<file path="src/rtl/calc_pkg.sv">
// Shared encodings for the calculator input controller: entry-step states
// and operator select codes driven to the external calculator.
package calc_pkg;

  typedef enum logic [1:0] {
    S_A   = 2'b00,
    S_B   = 2'b01,
    S_OP  = 2'b10,
    S_RES = 2'b11
  } state_e;

  localparam logic [1:0] OP_ADD = 2'b00;
  localparam logic [1:0] OP_SUB = 2'b01;
  localparam logic [1:0] OP_MUL = 2'b10;
  localparam logic [1:0] OP_DIV = 2'b11;

endpackage

</file>
<file path="src/rtl/btn_edge.sv">
// Button synchronizer plus registered rising-edge detector producing a
// one-cycle press pulse; a level already high out of reset is ignored.
module btn_edge #(
  parameter int SYNC_STAGES = 2
) (
  input  logic i_clk,
  input  logic i_rst_n,
  input  logic i_btn,
  output logic o_pulse
);

  logic [SYNC_STAGES-1:0] sync_q;
  logic [SYNC_STAGES-1:0] vld_q;
  logic                   prev_q;
  logic                   armed_q;
  logic                   pulse_q;
  logic                   sync_last;
  logic                   vld_last;

  assign sync_last = sync_q[SYNC_STAGES-1];
  // vld marks the last stage as holding a real sample rather than reset zeros.
  assign vld_last  = vld_q[SYNC_STAGES-1];

  // NOTE: non-blocking assignments so every flop samples pre-edge values;
  // blocking here would collapse the synchronizer chain into one stage.
  always_ff @(posedge i_clk or negedge i_rst_n) begin
    if (!i_rst_n) begin
      sync_q  <= '0;
      vld_q   <= '0;
      prev_q  <= 1'b0;
      armed_q <= 1'b0;
      pulse_q <= 1'b0;
    end else begin
      sync_q  <= (sync_q << 1) | SYNC_STAGES'(i_btn);
      vld_q   <= (vld_q << 1) | SYNC_STAGES'(1'b1);
      prev_q  <= sync_last;
      // A press only counts once the button has genuinely been seen low.
      if (vld_last && !sync_last) armed_q <= 1'b1;
      pulse_q <= vld_last & armed_q & sync_last & ~prev_q;
    end
  end

  assign o_pulse = pulse_q;

endmodule

</file>
<file path="src/rtl/calc_input_ctrl.sv">
// Three-button operand/operator entry FSM for an external calculator:
// A -> B -> OP -> RES, capturing the calculator result on entering RES.
module calc_input_ctrl
  import calc_pkg::*;
#(
  parameter int DW          = 4,
  parameter int SYNC_STAGES = 2
) (
  input  logic          i_clk,
  input  logic          i_rst_n,
  input  logic          i_btn_up,
  input  logic          i_btn_next,
  input  logic          i_btn_clr,
  output logic [DW-1:0] o_a,
  output logic [DW-1:0] o_b,
  output logic [1:0]    o_sel,
  input  logic [DW-1:0] i_result,
  output logic [DW-1:0] o_disp,
  output logic [1:0]    o_state,
  output logic          o_valid
);

  logic up_p, next_p, clr_p;

  btn_edge #(.SYNC_STAGES(SYNC_STAGES)) u_up (
    .i_clk(i_clk), .i_rst_n(i_rst_n), .i_btn(i_btn_up),   .o_pulse(up_p)
  );
  btn_edge #(.SYNC_STAGES(SYNC_STAGES)) u_next (
    .i_clk(i_clk), .i_rst_n(i_rst_n), .i_btn(i_btn_next), .o_pulse(next_p)
  );
  btn_edge #(.SYNC_STAGES(SYNC_STAGES)) u_clr (
    .i_clk(i_clk), .i_rst_n(i_rst_n), .i_btn(i_btn_clr),  .o_pulse(clr_p)
  );

  state_e        state_q, state_d;
  logic [DW-1:0] a_q, a_d, b_q, b_d, res_q, res_d, disp_q, disp_d;
  logic [1:0]    sel_q, sel_d;
  logic          valid_q, valid_d;

  always_ff @(posedge i_clk or negedge i_rst_n) begin
    if (!i_rst_n) begin
      state_q <= S_A;
      a_q     <= '0;
      b_q     <= '0;
      sel_q   <= OP_ADD;
      res_q   <= '0;
      disp_q  <= '0;
      valid_q <= 1'b0;
    end else begin
      state_q <= state_d;
      a_q     <= a_d;
      b_q     <= b_d;
      sel_q   <= sel_d;
      res_q   <= res_d;
      disp_q  <= disp_d;
      valid_q <= valid_d;
    end
  end

  // NOTE: every signal gets a hold default before the case statements so
  // no path leaves it unassigned and no latch is inferred.
  always_comb begin
    state_d = state_q;
    a_d     = a_q;
    b_d     = b_q;
    sel_d   = sel_q;
    res_d   = res_q;
    valid_d = 1'b0;
    // Priority clr > next > up; lower-priority pulses in the same cycle are dropped.
    if (clr_p) begin
      state_d = S_A;
      a_d     = '0;
      b_d     = '0;
      sel_d   = OP_ADD;
      res_d   = '0;
    end else if (next_p) begin
      case (state_q)
        S_A:     state_d = S_B;
        S_B:     state_d = S_OP;
        S_OP: begin
          state_d = S_RES;
          res_d   = i_result;
          valid_d = 1'b1;
        end
        default: begin
          state_d = S_A;
          res_d   = '0;
        end
      endcase
    end else if (up_p) begin
      case (state_q)
        S_A:     a_d   = a_q + 1'b1;
        S_B:     b_d   = b_q + 1'b1;
        S_OP:    sel_d = sel_q + 2'd1;
        default: ;
      endcase
    end
  end

  // Display follows the next state so it changes on the same edge as o_state.
  always_comb begin
    disp_d = '0;
    case (state_d)
      S_A:     disp_d = a_d;
      S_B:     disp_d = b_d;
      S_OP:    disp_d = DW'(sel_d);
      default: disp_d = res_d;
    endcase
  end

  assign o_a     = a_q;
  assign o_b     = b_q;
  assign o_sel   = sel_q;
  assign o_disp  = disp_q;
  assign o_state = state_q;
  assign o_valid = valid_q;

endmodule
</file>
<file path="config.mk">
export PLATFORM = sky130hd
export DESIGN_NAME = calc_input_ctrl
export DESIGN_NICKNAME = d
export VERILOG_FILES = /design/src/rtl/calc_pkg.sv /design/src/rtl/btn_edge.sv /design/src/rtl/calc_input_ctrl.sv
export SDC_FILE = /design/constraint.sdc
export NUM_CORES = 1
export LEC_CHECK = 0
export ABC_AREA = 0
export CORE_MARGIN = 2
export CORE_UTILIZATION = 44
export CTS_BUF_LIST = sky130_fd_sc_hd__clkbuf_4 sky130_fd_sc_hd__clkbuf_8 sky130_fd_sc_hd__clkbuf_16
export DETAILED_ROUTE_END_ITERATION = 10
export PLACE_DENSITY = 0.7
export SYNTH_ARGS = -nofsm -noshare
export SYNTH_HDL_FRONTEND = slang
export SYNTH_SLANG_ARGS = --single-unit
</file>
<file path="constraint.sdc">
create_clock -name i_clk -period 1.7 [get_ports i_clk]
set_input_delay 0.51 -clock i_clk [delete_from_list [all_inputs] [get_ports i_clk]]
set_output_delay 0.51 -clock i_clk [all_outputs]
set_load 0.01 [all_outputs]
</file>
==> impl_results.html, run 1 <==
<table>
<tr><th>Metric</th><th>Value</th></tr>
<tr><th colspan="2">Status</th></tr>
<tr><td>Status</td><td>finished with violations</td></tr>
<tr><td>Violations in the final reports</td><td>setup timing</td></tr>
<tr><th colspan="2">Timing</th></tr>
<tr><td>Count of final setup violators</td><td>1</td></tr>
<tr><td>Fin Clk Skew</td><td>slightly below 9 ps</td></tr>
<tr><td>RSZ-0062 raised after global routing</td><td>yes</td></tr>
<tr><td>Number of hold violations in the final report</td><td>0</td></tr>
<tr><td>Final WS setup</td><td>-2.69 ps</td></tr>
<tr><td>Number of max-slew violations in the final report</td><td>0</td></tr>
<tr><td>Hold slack final</td><td>between 300 and 400 ps</td></tr>
<tr><td>Post-route clock period utilization</td><td>100%</td></tr>
<tr><td>FMAX</td><td>between 500 and 600 MHz</td></tr>
<tr><td>Final critical delay including setup and external delays</td><td>approximately 1700 ps</td></tr>
<tr><th colspan="2">Die</th></tr>
<tr><td>Placeable core region</td><td>3420 sq um</td></tr>
<tr><td>Die H</td><td>64.1 um</td></tr>
<tr><td>Initial core utilization</td><td>between 40% and 50%</td></tr>
<tr><td>Die area</td><td>~4100 sq um</td></tr>
<tr><td>Horizontal die dimension</td><td>64.1 um</td></tr>
<tr><td>Number of top-level design ports</td><td>26</td></tr>
<tr><td>Number of rows created at floorplan</td><td>21</td></tr>
<tr><th colspan="2">GRT</th></tr>
<tr><td>Congestion Overflow GR</td><td>0</td></tr>
<tr><td>Global-route usage over all layers</td><td>between 10% and 20%</td></tr>
<tr><td>Maximum number of pins on one net before global-route repair</td><td>39</td></tr>
<tr><td>Initial antenna violation count</td><td>0</td></tr>
<tr><td>Via count of the first global-routing pass</td><td>between 1k and 1.5k</td></tr>
<tr><td>Global-route wire length before repair</td><td>roughly 5.3 mm</td></tr>
<tr><th colspan="2">Routing</th></tr>
<tr><td>Post-detailed-route via-to-cell ratio</td><td>around 5.1</td></tr>
<tr><td>Initial DRC count</td><td>61</td></tr>
<tr><td>Remaining DRCs</td><td>0</td></tr>
<tr><td>DR pass1 iterations</td><td>4</td></tr>
<tr><td>Total detailed-routing wirelength</td><td>about 3.3 mm</td></tr>
<tr><td>Average routed wire per standard cell</td><td>between 10 and 15 um</td></tr>
<tr><td>Overall via count from detail_route</td><td>roughly 1.2k</td></tr>
<tr><td>Detail Route Antenna Nets</td><td>0</td></tr>
<tr><th colspan="2">CTS</th></tr>
<tr><td>Number of buffers added by the clock tree synthesis step</td><td>5</td></tr>
<tr><td>Clk sink count</td><td>38</td></tr>
<tr><td>H-tree Lvls</td><td>2</td></tr>
<tr><td>Clock-pin slew on the worst setup and hold paths</td><td>between 100 and 150 ps</td></tr>
<tr><td>Number of buffers on the longest clock path</td><td>2</td></tr>
<tr><td>CTS Root Cell</td><td>sky130_fd_sc_hd__clkbuf_4</td></tr>
<tr><td>Clock insertion delay at the later pin of the skew report</td><td>between 300 and 400 ps</td></tr>
<tr><td>Clock tree from TritonCTS</td><td>yes</td></tr>
<tr><th colspan="2">Synthesis</th></tr>
<tr><td>Yosys Warn Count</td><td>0</td></tr>
<tr><td>Net Count, Synth</td><td>150</td></tr>
<tr><td>Netlist Area Pre-Place</td><td>roughly 1600 sq um</td></tr>
<tr><td>Syn_area_per_cell</td><td>about 12 sq um</td></tr>
<tr><td>Sequential element share of the synthesized area</td><td>about three fifths</td></tr>
<tr><td>Number of flip-flops and latches in the synthesized netlist</td><td>38</td></tr>
<tr><td>Post-synthesis cell count</td><td>approximately 130</td></tr>
<tr><td>Number of library cell types mapped by synthesis</td><td>36</td></tr>
<tr><th colspan="2">Power</th></tr>
<tr><td>Largest vdd supply drop</td><td>0.000655 V</td></tr>
<tr><td>Leak Pwr</td><td>1.06 nW</td></tr>
<tr><td>Total power density per cell area</td><td>roughly 1200 nW/um^2</td></tr>
<tr><th colspan="2">Finish</th></tr>
<tr><td>Util after Layout</td><td>a little under two thirds</td></tr>
<tr><td>Nets</td><td>between 150 and 200</td></tr>
<tr><td>Layout filler cell count</td><td>277</td></tr>
<tr><td>Proportion of layout cells with a drive suffix above 1</td><td>between 20% and 30%</td></tr>
<tr><td># diodes</td><td>0</td></tr>
<tr><td>Signed area change from the synthesized netlist to the final layout</td><td>37.4%</td></tr>
<tr><th colspan="2">Run</th></tr>
<tr><td>Max Cap Violations</td><td>0</td></tr>
<tr><th colspan="2">Worst setup path</th></tr>
<tr><td>Cell depth of the worst flop-to-flop path</td><td>9</td></tr>
<tr><td>Data required, critical path</td><td>~1900 ps</td></tr>
<tr><td>Kind of start point of the critical path</td><td>flop</td></tr>
<tr><td>Reg2Reg Setup Slack</td><td>-3 ps</td></tr>
<tr><td>Largest driver fanout on the critical path</td><td>4</td></tr>
<tr><td>Arrival time of data at the critical path endpoint</td><td>about 1900 ps</td></tr>
<tr><td>Endpoint class of the critical path</td><td>flop</td></tr>
<tr><td>Critical path class</td><td>reg2reg</td></tr>
<tr><th colspan="2">Worst hold path</th></tr>
<tr><td>Hold Path Class</td><td>reg2reg</td></tr>
<tr><td>Number of instances on the worst hold path</td><td>0</td></tr>
<tr><th colspan="2">Placement</th></tr>
<tr><td>IO Port Bufs</td><td>25</td></tr>
<tr><td>DP Wirelength</td><td>2.19 mm</td></tr>
<tr><td>Global placement routability congestion</td><td>roughly 0.86</td></tr>
</table>
==> worst max-delay path: stages (launching register included) <==
cell and delay, ps:
sky130_fd_sc_hd__dfrtp_2 430, sky130_fd_sc_hd__buf_6 140, sky130_fd_sc_hd__inv_4 60, sky130_fd_sc_hd__buf_6 110, sky130_fd_sc_hd__ha_4 120, sky130_fd_sc_hd__nand4b_1 100
sky130_fd_sc_hd__xor2_1 200, sky130_fd_sc_hd__nor2_2 70, sky130_fd_sc_hd__o2bb2ai_2 120, sky130_fd_sc_hd__o31a_1 240
==> path summary, 6_finish.rpt <==
path | endpoint | startpoint
max reg2reg | o_disp[1] | o_state[0]
max | o_disp[1] | o_state[0]
min | u_clr.sync_q[1] | u_clr.sync_q[0]
max in group asynchronous | o_state[0] | i_rst_n
min reg2reg | u_clr.sync_q[1] | u_clr.sync_q[0]
min in group asynchronous | o_a[2] | i_rst_n
==> area by class of cell <==
class                           count  area [sq um]  area share [%]
Timing Repair Buffer               44           389            17.8
Clock inverter                      2          12.5           0.573
Multi-Input combinational cell     85           692            31.7
Inverter                            7          28.8            1.32
Sequential cell                    38           953            43.6
Clock buffer                        6          51.3            2.35
Tap cell                           46          57.6            2.63
==> synth_stat cells (all sizes together) <==
master	number	share of area, %
dfrtp	38	60
nor2	17	4.2
ha	8	6.3
xor2	8	4.4
inv	7	1.7
nor3	6	1.9
nand2	5	1.2
a22oi	4	1.9
o21ai	4	1.7
a21o	3	1.4
a21oi	3	1.4
buf	3	1.3
mux2i	3	1.9
nand3b	3	1.4
or3	3	1.2
and3b	2	1.1
nand3	2	0.63
nand4b	2	1.1
a221o	1	0.63
a22o	1	0.55
a31oi	1	0.39
and2b	1	0.55
conb	1	0.24
nand2b	1	0.39
nand4	1	0.39
nor2b	1	0.39
o211ai	1	0.47
o2bb2ai	1	0.55
o31a	1	0.55
o31ai	1	0.47
==> sequential cells by signal, summed over array words and instances, names as in the netlist <==
name / flops
o_a: 4
o_b: 4
o_disp: 4
res_q: 4
o_sel: 2
o_state: 2
u_clr.sync_q: 2
u_clr.vld_q: 2
u_next.sync_q: 2
u_up.sync_q: 2
o_valid: 1
u_clr.armed_q: 1
u_clr.o_pulse: 1
u_clr.prev_q: 1
u_next.armed_q: 1
u_next.o_pulse: 1
u_next.prev_q: 1
u_up.armed_q: 1
u_up.o_pulse: 1
u_up.prev_q: 1
==> placed cells by master, fill, tap and decap left out, types with 2 or more instances in the layout <==
cell type | synthesis | final
sky130_fd_sc_hd__nand4b_1 | 2 | 2
sky130_fd_sc_hd__a21o_1 | 3 | 3
sky130_fd_sc_hd__o21ai_2 | 2 | 3
sky130_fd_sc_hd__nor2_4 | 0 | 2
sky130_fd_sc_hd__ha_1 | 8 | 5
sky130_fd_sc_hd__dfrtp_2 | 0 | 2
sky130_fd_sc_hd__mux2i_1 | 3 | 2
sky130_fd_sc_hd__clkbuf_4 | 0 | 5
sky130_fd_sc_hd__dfrtp_1 | 38 | 36
sky130_fd_sc_hd__xor2_1 | 8 | 8
sky130_fd_sc_hd__buf_4 | 0 | 16
sky130_fd_sc_hd__a22oi_1 | 4 | 3
sky130_fd_sc_hd__nor3_1 | 6 | 6
sky130_fd_sc_hd__or3_1 | 3 | 3
sky130_fd_sc_hd__buf_6 | 1 | 2
sky130_fd_sc_hd__ha_4 | 0 | 3
sky130_fd_sc_hd__nand2_1 | 5 | 4
sky130_fd_sc_hd__nor2_1 | 16 | 11
sky130_fd_sc_hd__nand3_1 | 2 | 2
sky130_fd_sc_hd__inv_1 | 6 | 5
sky130_fd_sc_hd__clkdlybuf4s50_1 | 0 | 8
sky130_fd_sc_hd__dlygate4sd2_1 | 0 | 15
sky130_fd_sc_hd__nand3b_1 | 3 | 3
sky130_fd_sc_hd__nor2_2 | 1 | 4
==> cell families after synthesis <==
family / after synthesis / synth area share (%)
simple gates: 44 / 14.4
compound gates: 21 / 10.1
other cells: 1 / 0.236
fa+ha+maj: 8 / 6.29
buf+inv: 10 / 2.91
mux: 3 / 1.89
xor+xnor: 8 / 4.41
flops: 38 / 59.8
==> through the flow <==
step / total power, mW / area (sq um) / cells / worst slack, ps / TNS (ps)
floorplan: 1.55 / 1590 / 133 / 34.6 / 0
global placement: 1.89 / 1940 / 207 / 64.7 / 0
detailed placement: 1.93 / 1940 / 207 / 15.1 / 0
CTS: 2.54 / 2100 / 225 / -36.4 / -103
global route: 2.86 / 2180 / 228 / -108 / -372
finish: 2.67 / 2180 / 228 / -2.69 / -2.69
==> metal layers <==
metal	vias to the layer above	global-route usage [%]	share of wire (%)
met5	-	0	0
met4	0	9.57	4.4
met3	12	5.28	5.0
met2	36	27.7	47
met1	567	20.8	43
li1	547	-	-
==> report_power, final <==
part           switching, mW  internal [mW]  total (mW)
clock network          0.300          0.199       0.499
logic                  0.567          0.524        1.09
registers             0.0625           1.02        1.08
total                  0.929           1.74        2.67
==> what timing repair did <==
action | 4_1_cts | 5_1_grt
buffers inserted | 10 | 3
pin swaps | 7 | 4
endpoints found under the setup margin | 18 | 7
gates resized for setup | 28 | 18
hold buffers | 0 | 0
Power figures use the tool's default switching activity.
==> run 2: changes to the inputs <==
--- a/config.mk
+++ b/config.mk
@@ -6,11 +6,13 @@
 export NUM_CORES = 1
 export LEC_CHECK = 0
 export ABC_AREA = 0
+export CELL_PAD_IN_SITES_DETAIL_PLACEMENT = 1
+export CELL_PAD_IN_SITES_GLOBAL_PLACEMENT = 2
 export CORE_MARGIN = 2
-export CORE_UTILIZATION = 44
+export CORE_UTILIZATION = 31
 export CTS_BUF_LIST = sky130_fd_sc_hd__clkbuf_4 sky130_fd_sc_hd__clkbuf_8 sky130_fd_sc_hd__clkbuf_16
 export DETAILED_ROUTE_END_ITERATION = 10
-export PLACE_DENSITY = 0.7
+export PLACE_DENSITY_LB_ADDON = 0.1
 export SYNTH_ARGS = -nofsm -noshare
 export SYNTH_HDL_FRONTEND = slang
 export SYNTH_SLANG_ARGS = --single-unit
==> run 2 against run 1 <==
Effect of this change: the run now ends clean; largest cell class unchanged; design area increased by 2.3%; die area increased by 39%; critical endpoint is now o_disp[3]; first-iteration DRC count decreased by 4.9%; worst setup slack improved by 9.3 ps; via count decreased by 0.86%; fmax increased by 0.55%; flip-flop and latch count unchanged; highest routed layer unchanged; non-clock buffer count decreased by 2; core utilization decreased by 20 points; global-route usage decreased by 2.5 points; largest power group is now sequential cells.
==> impl_results.html, run 2 (synthesized netlist as in run 1, its figures left out) <==
<table>
<tr><th>Metric</th><th>Value</th></tr>
<tr><th colspan="2">Die</th></tr>
<tr><td>Die area</td><td>5720 sq um (+39%)</td></tr>
<tr><td>Number of rows created at floorplan</td><td>26 (+24%)</td></tr>
<tr><td>Placeable core region</td><td>5040 sq um (+48%)</td></tr>
<tr><td>Number of top-level design ports</td><td>26 (unchanged)</td></tr>
<tr><td>Die H</td><td>75.6 um (+18%)</td></tr>
<tr><td>Initial core utilization</td><td>31.5% (-15 points)</td></tr>
<tr><td>Horizontal die dimension</td><td>75.6 um (+18%)</td></tr>
<tr><th colspan="2">CTS</th></tr>
<tr><td>Clock tree from TritonCTS</td><td>yes</td></tr>
<tr><td>CTS Root Cell</td><td>sky130_fd_sc_hd__clkbuf_8</td></tr>
<tr><td>Number of buffers on the longest clock path</td><td>2 (unchanged)</td></tr>
<tr><td>Clock-pin slew on the worst setup and hold paths</td><td>80 ps (-30 ps)</td></tr>
<tr><td>Clk sink count</td><td>38 (unchanged)</td></tr>
<tr><td>H-tree Lvls</td><td>2 (unchanged)</td></tr>
<tr><td>Clock insertion delay at the later pin of the skew report</td><td>300 ps (-50 ps)</td></tr>
<tr><td>Number of buffers added by the clock tree synthesis step</td><td>5 (unchanged)</td></tr>
<tr><th colspan="2">Finish</th></tr>
<tr><td>Nets</td><td>196 (-1.0%)</td></tr>
<tr><td>Sequential standard cell area</td><td>953 sq um (unchanged)</td></tr>
<tr><td># diodes</td><td>0 (unchanged)</td></tr>
<tr><td>Most frequent standard cell in the layout excluding fill and tap cells</td><td>sky130_fd_sc_hd__dfrtp_1</td></tr>
<tr><td>Number of standard cells in the final layout excluding fillers</td><td>250 (+9.6%)</td></tr>
<tr><td>Layout filler cell count</td><td>548 (+98%)</td></tr>
<tr><td>Signed area change from the synthesized netlist to the final layout</td><td>40.6%</td></tr>
<tr><td>Area of combinational cells with multiple inputs</td><td>667 sq um (-3.6%)</td></tr>
<tr><td>Proportion of layout cells with a drive suffix above 1</td><td>25.0% (-3.6 points)</td></tr>
<tr><td>Most frequent cells in the layout</td><td>sky130_fd_sc_hd__dfrtp_1 (36), sky130_fd_sc_hd__buf_4 (15), sky130_fd_sc_hd__nor2_1 (14)</td></tr>
<tr><td>Final design area excluding fillers</td><td>2240 sq um (+2.3%)</td></tr>
<tr><th colspan="2">Power</th></tr>
<tr><td>Internal power consumption</td><td>1.93 mW (+11%)</td></tr>
<tr><td>Combinational share of power</td><td>34.3% (-6.6 points)</td></tr>
<tr><td>Sw Ratio</td><td>32.9% (-1.9 points)</td></tr>
<tr><td>Total power density per cell area</td><td>1280 nW/um^2 (+5.0%)</td></tr>
<tr><td>Sequential share of power</td><td>38.5% (-2.0 points)</td></tr>
<tr><td>Leak Pwr</td><td>1.12 nW (+5.7%)</td></tr>
<tr><td>Net switching component of the power</td><td>0.945 mW (+1.6%)</td></tr>
<tr><td>Largest vdd supply drop</td><td>0.000561 V (-14%)</td></tr>
<tr><td>Power, Total</td><td>2.87 mW (+7.5%)</td></tr>
<tr><td>Clk network pwr share</td><td>27.2% (+8.5 points)</td></tr>
<tr><th colspan="2">GRT</th></tr>
<tr><td>Maximum number of pins on one net before global-route repair</td><td>39 (unchanged)</td></tr>
<tr><td>Congestion Overflow GR</td><td>0 (unchanged)</td></tr>
<tr><td>Global-route wire length before repair</td><td>6.04 mm (+13%)</td></tr>
<tr><td>Via count of the first global-routing pass</td><td>1188 (+3.2%)</td></tr>
<tr><td>Global-route usage over all layers</td><td>14.9% (-2.5 points)</td></tr>
<tr><td>Initial antenna violation count</td><td>0 (unchanged)</td></tr>
<tr><th colspan="2">Placement</th></tr>
<tr><td>DP Area</td><td>2000 sq um (+3.2%)</td></tr>
<tr><td>IO Port Bufs</td><td>25 (unchanged)</td></tr>
<tr><td>DP Wirelength</td><td>2.65 mm (+21%)</td></tr>
<tr><td>Number of cells in the design after placement</td><td>236 (+14%)</td></tr>
<tr><td>Global placement routability congestion</td><td>0.696 (-19%)</td></tr>
<tr><th colspan="2">Timing</th></tr>
<tr><td>Fin Clk Skew</td><td>10.7 ps (+1.99 ps)</td></tr>
<tr><td>Post-route clock period utilization</td><td>99.6% (-0.55 points)</td></tr>
<tr><td>Summed negative setup slack over all endpoints</td><td>0 ps (+2.69 ps)</td></tr>
<tr><td>FMAX</td><td>591 MHz (+0.55%)</td></tr>
<tr><td>Number of max-slew violations in the final report</td><td>0 (unchanged)</td></tr>
<tr><td>Hold slack final</td><td>162 ps (-201 ps)</td></tr>
<tr><td>RSZ-0062 raised after global routing</td><td>yes</td></tr>
<tr><td>Count of final setup violators</td><td>0 (-1)</td></tr>
<tr><td>Final critical delay including setup and external delays</td><td>1690 ps (-9.34 ps)</td></tr>
<tr><td>Number of hold violations in the final report</td><td>0 (unchanged)</td></tr>
<tr><th colspan="2">Routing</th></tr>
<tr><td>Initial DRC count</td><td>58 (-4.9%)</td></tr>
<tr><td>Detail Route Antenna Nets</td><td>0 (unchanged)</td></tr>
<tr><td>Total detailed-routing wirelength</td><td>3.72 mm (+13%)</td></tr>
<tr><td>Average routed wire per standard cell</td><td>14.9 um (+2.9%)</td></tr>
<tr><td>Post-detailed-route via-to-cell ratio</td><td>4.61 (-9.6%)</td></tr>
<tr><td>DR pass1 iterations</td><td>4 (unchanged)</td></tr>
<tr><td>Remaining DRCs</td><td>0 (unchanged)</td></tr>
<tr><td>Overall via count from detail_route</td><td>1152 (-0.86%)</td></tr>
<tr><th colspan="2">Worst hold path</th></tr>
<tr><td>Hold Path Class</td><td>in2async</td></tr>
<tr><th colspan="2">Worst setup path</th></tr>
<tr><td>Cell count along the critical path</td><td>7 (-2)</td></tr>
<tr><td>Kind of cell adding the most delay to the critical path</td><td>flip-flops</td></tr>
<tr><td>Data required, critical path</td><td>1890 ps (-50 ps)</td></tr>
<tr><td>Crit path from</td><td>o_state[0]</td></tr>
<tr><td>Critical path class</td><td>reg2reg</td></tr>
<tr><td>Largest driver fanout on the critical path</td><td>4 (unchanged)</td></tr>
<tr><td>Worst reg2reg startpoint</td><td>o_state[0]</td></tr>
<tr><td>Worst Path Buf+Inv</td><td>1 (-2)</td></tr>
<tr><td>Master of the slowest instance on the critical path</td><td>sky130_fd_sc_hd__dfrtp_2</td></tr>
<tr><td>Kind of start point of the critical path</td><td>flop</td></tr>
<tr><td>Arrival time of data at the critical path endpoint</td><td>1890 ps (-50 ps)</td></tr>
<tr><td>Critical Path Sink</td><td>o_disp[3]</td></tr>
<tr><td>Crit-path cells</td><td>buf_6 -&gt; ha_4 -&gt; and3b_2 -&gt; nand4_1 -&gt; xor2_1 -&gt; nor2_1 -&gt; a221o_1</td></tr>
<tr><td>Cell depth of the worst flop-to-flop path</td><td>7 (-2)</td></tr>
<tr><td>Endpoint class of the critical path</td><td>flop</td></tr>
<tr><td>Reg2Reg Setup Slack</td><td>7 ps (about the same)</td></tr>
<tr><td>Crit Reg-Reg Endpoint</td><td>o_disp[3]</td></tr>
<tr><td>Stage delay of the slowest cell on the critical path</td><td>450 ps (+20 ps)</td></tr>
<tr><th colspan="2">Status</th></tr>
<tr><td>Status</td><td>finished clean</td></tr>
<tr><th colspan="2">Run</th></tr>
<tr><td>Max Cap Violations</td><td>0 (unchanged)</td></tr>
</table>
==> run 2: layer usage <==
| layer | vias up | part of all wire [%] | wire length [um] | GRT usage [%] |
|---|---|---|---|---|
| met4 | 0 | 1.8 | 66 | 6.43 |
| met1 | 581 | 48 | 1770 | 20.4 |
| met3 | 6 | 4.0 | 150 | 4.50 |
| met5 | - | 0 | 0 | 0 |
| met2 | 19 | 46 | 1730 | 21.8 |
| li1 | 546 | - | - | - |
==> run 2: how the worst min path moves through the flow <==
stage | from | to | slack (ps) | depth (start not counted)
after floorplan | i_rst_n | o_a[0] | 210 | 0
after global placement | u_next.sync_q[0] | u_next.sync_q[1] | 330 | 0
after detailed placement | u_clr.vld_q[0] | u_clr.vld_q[1] | 340 | 0
after CTS | i_rst_n | u_next.sync_q[0] | 160 | 2
after global routing | i_rst_n | u_next.sync_q[0] | 160 | 2
final | i_rst_n | u_next.sync_q[0] | 160 | 2
==> run 2: final cells by class <==
class | instances | area share, %
Sequential cell | 38 | 42.6
Tap cell | 70 | 3.92
Clock buffer | 5 | 3.08
Clock inverter | 3 | 2.01
Multi-Input combinational cell | 85 | 29.8
Timing Repair Buffer | 42 | 17.2
Inverter | 7 | 1.29
==> run 2: what timing repair did <==
action	4_1_cts	5_1_grt
buffers inserted	3	3
endpoints found under the hold margin	0	0
pin swaps	6	5
hold buffers	0	0
resized for setup	21	14
endpoints found under the setup margin	17	9
==> run 2: metrics by stage <==
step / utilization [%] / worst slack, ps
5_1_grt: 44.3 / -58.3
3_5_place_dp: 39.7 / -105
6_report: 44.3 / 6.66
4_1_cts: 42.9 / -9.84
2_1_floorplan: - / 34.6
3_3_place_gp: 39.7 / -109
==> run 2: worst reg2reg max path, cell delays in order (launching register included) <==
cell and delay (ps):
sky130_fd_sc_hd__dfrtp_2 450, sky130_fd_sc_hd__buf_6 140, sky130_fd_sc_hd__ha_4 150, sky130_fd_sc_hd__and3b_2 240, sky130_fd_sc_hd__nand4_1 110, sky130_fd_sc_hd__xor2_1 210, sky130_fd_sc_hd__nor2_1 70, sky130_fd_sc_hd__a221o_1 250
==> run 2: power by group through the flow <==
stage,Sequential (mW),Clock [mW],Combinational [mW]
2_1_floorplan,1.17,0,0.375
3_3_place_gp,1.13,0,0.830
3_5_place_dp,1.13,0,0.845
4_1_cts,1.10,0.811,0.926
5_1_grt,1.13,0.845,1.09
6_report,1.11,0.782,0.983
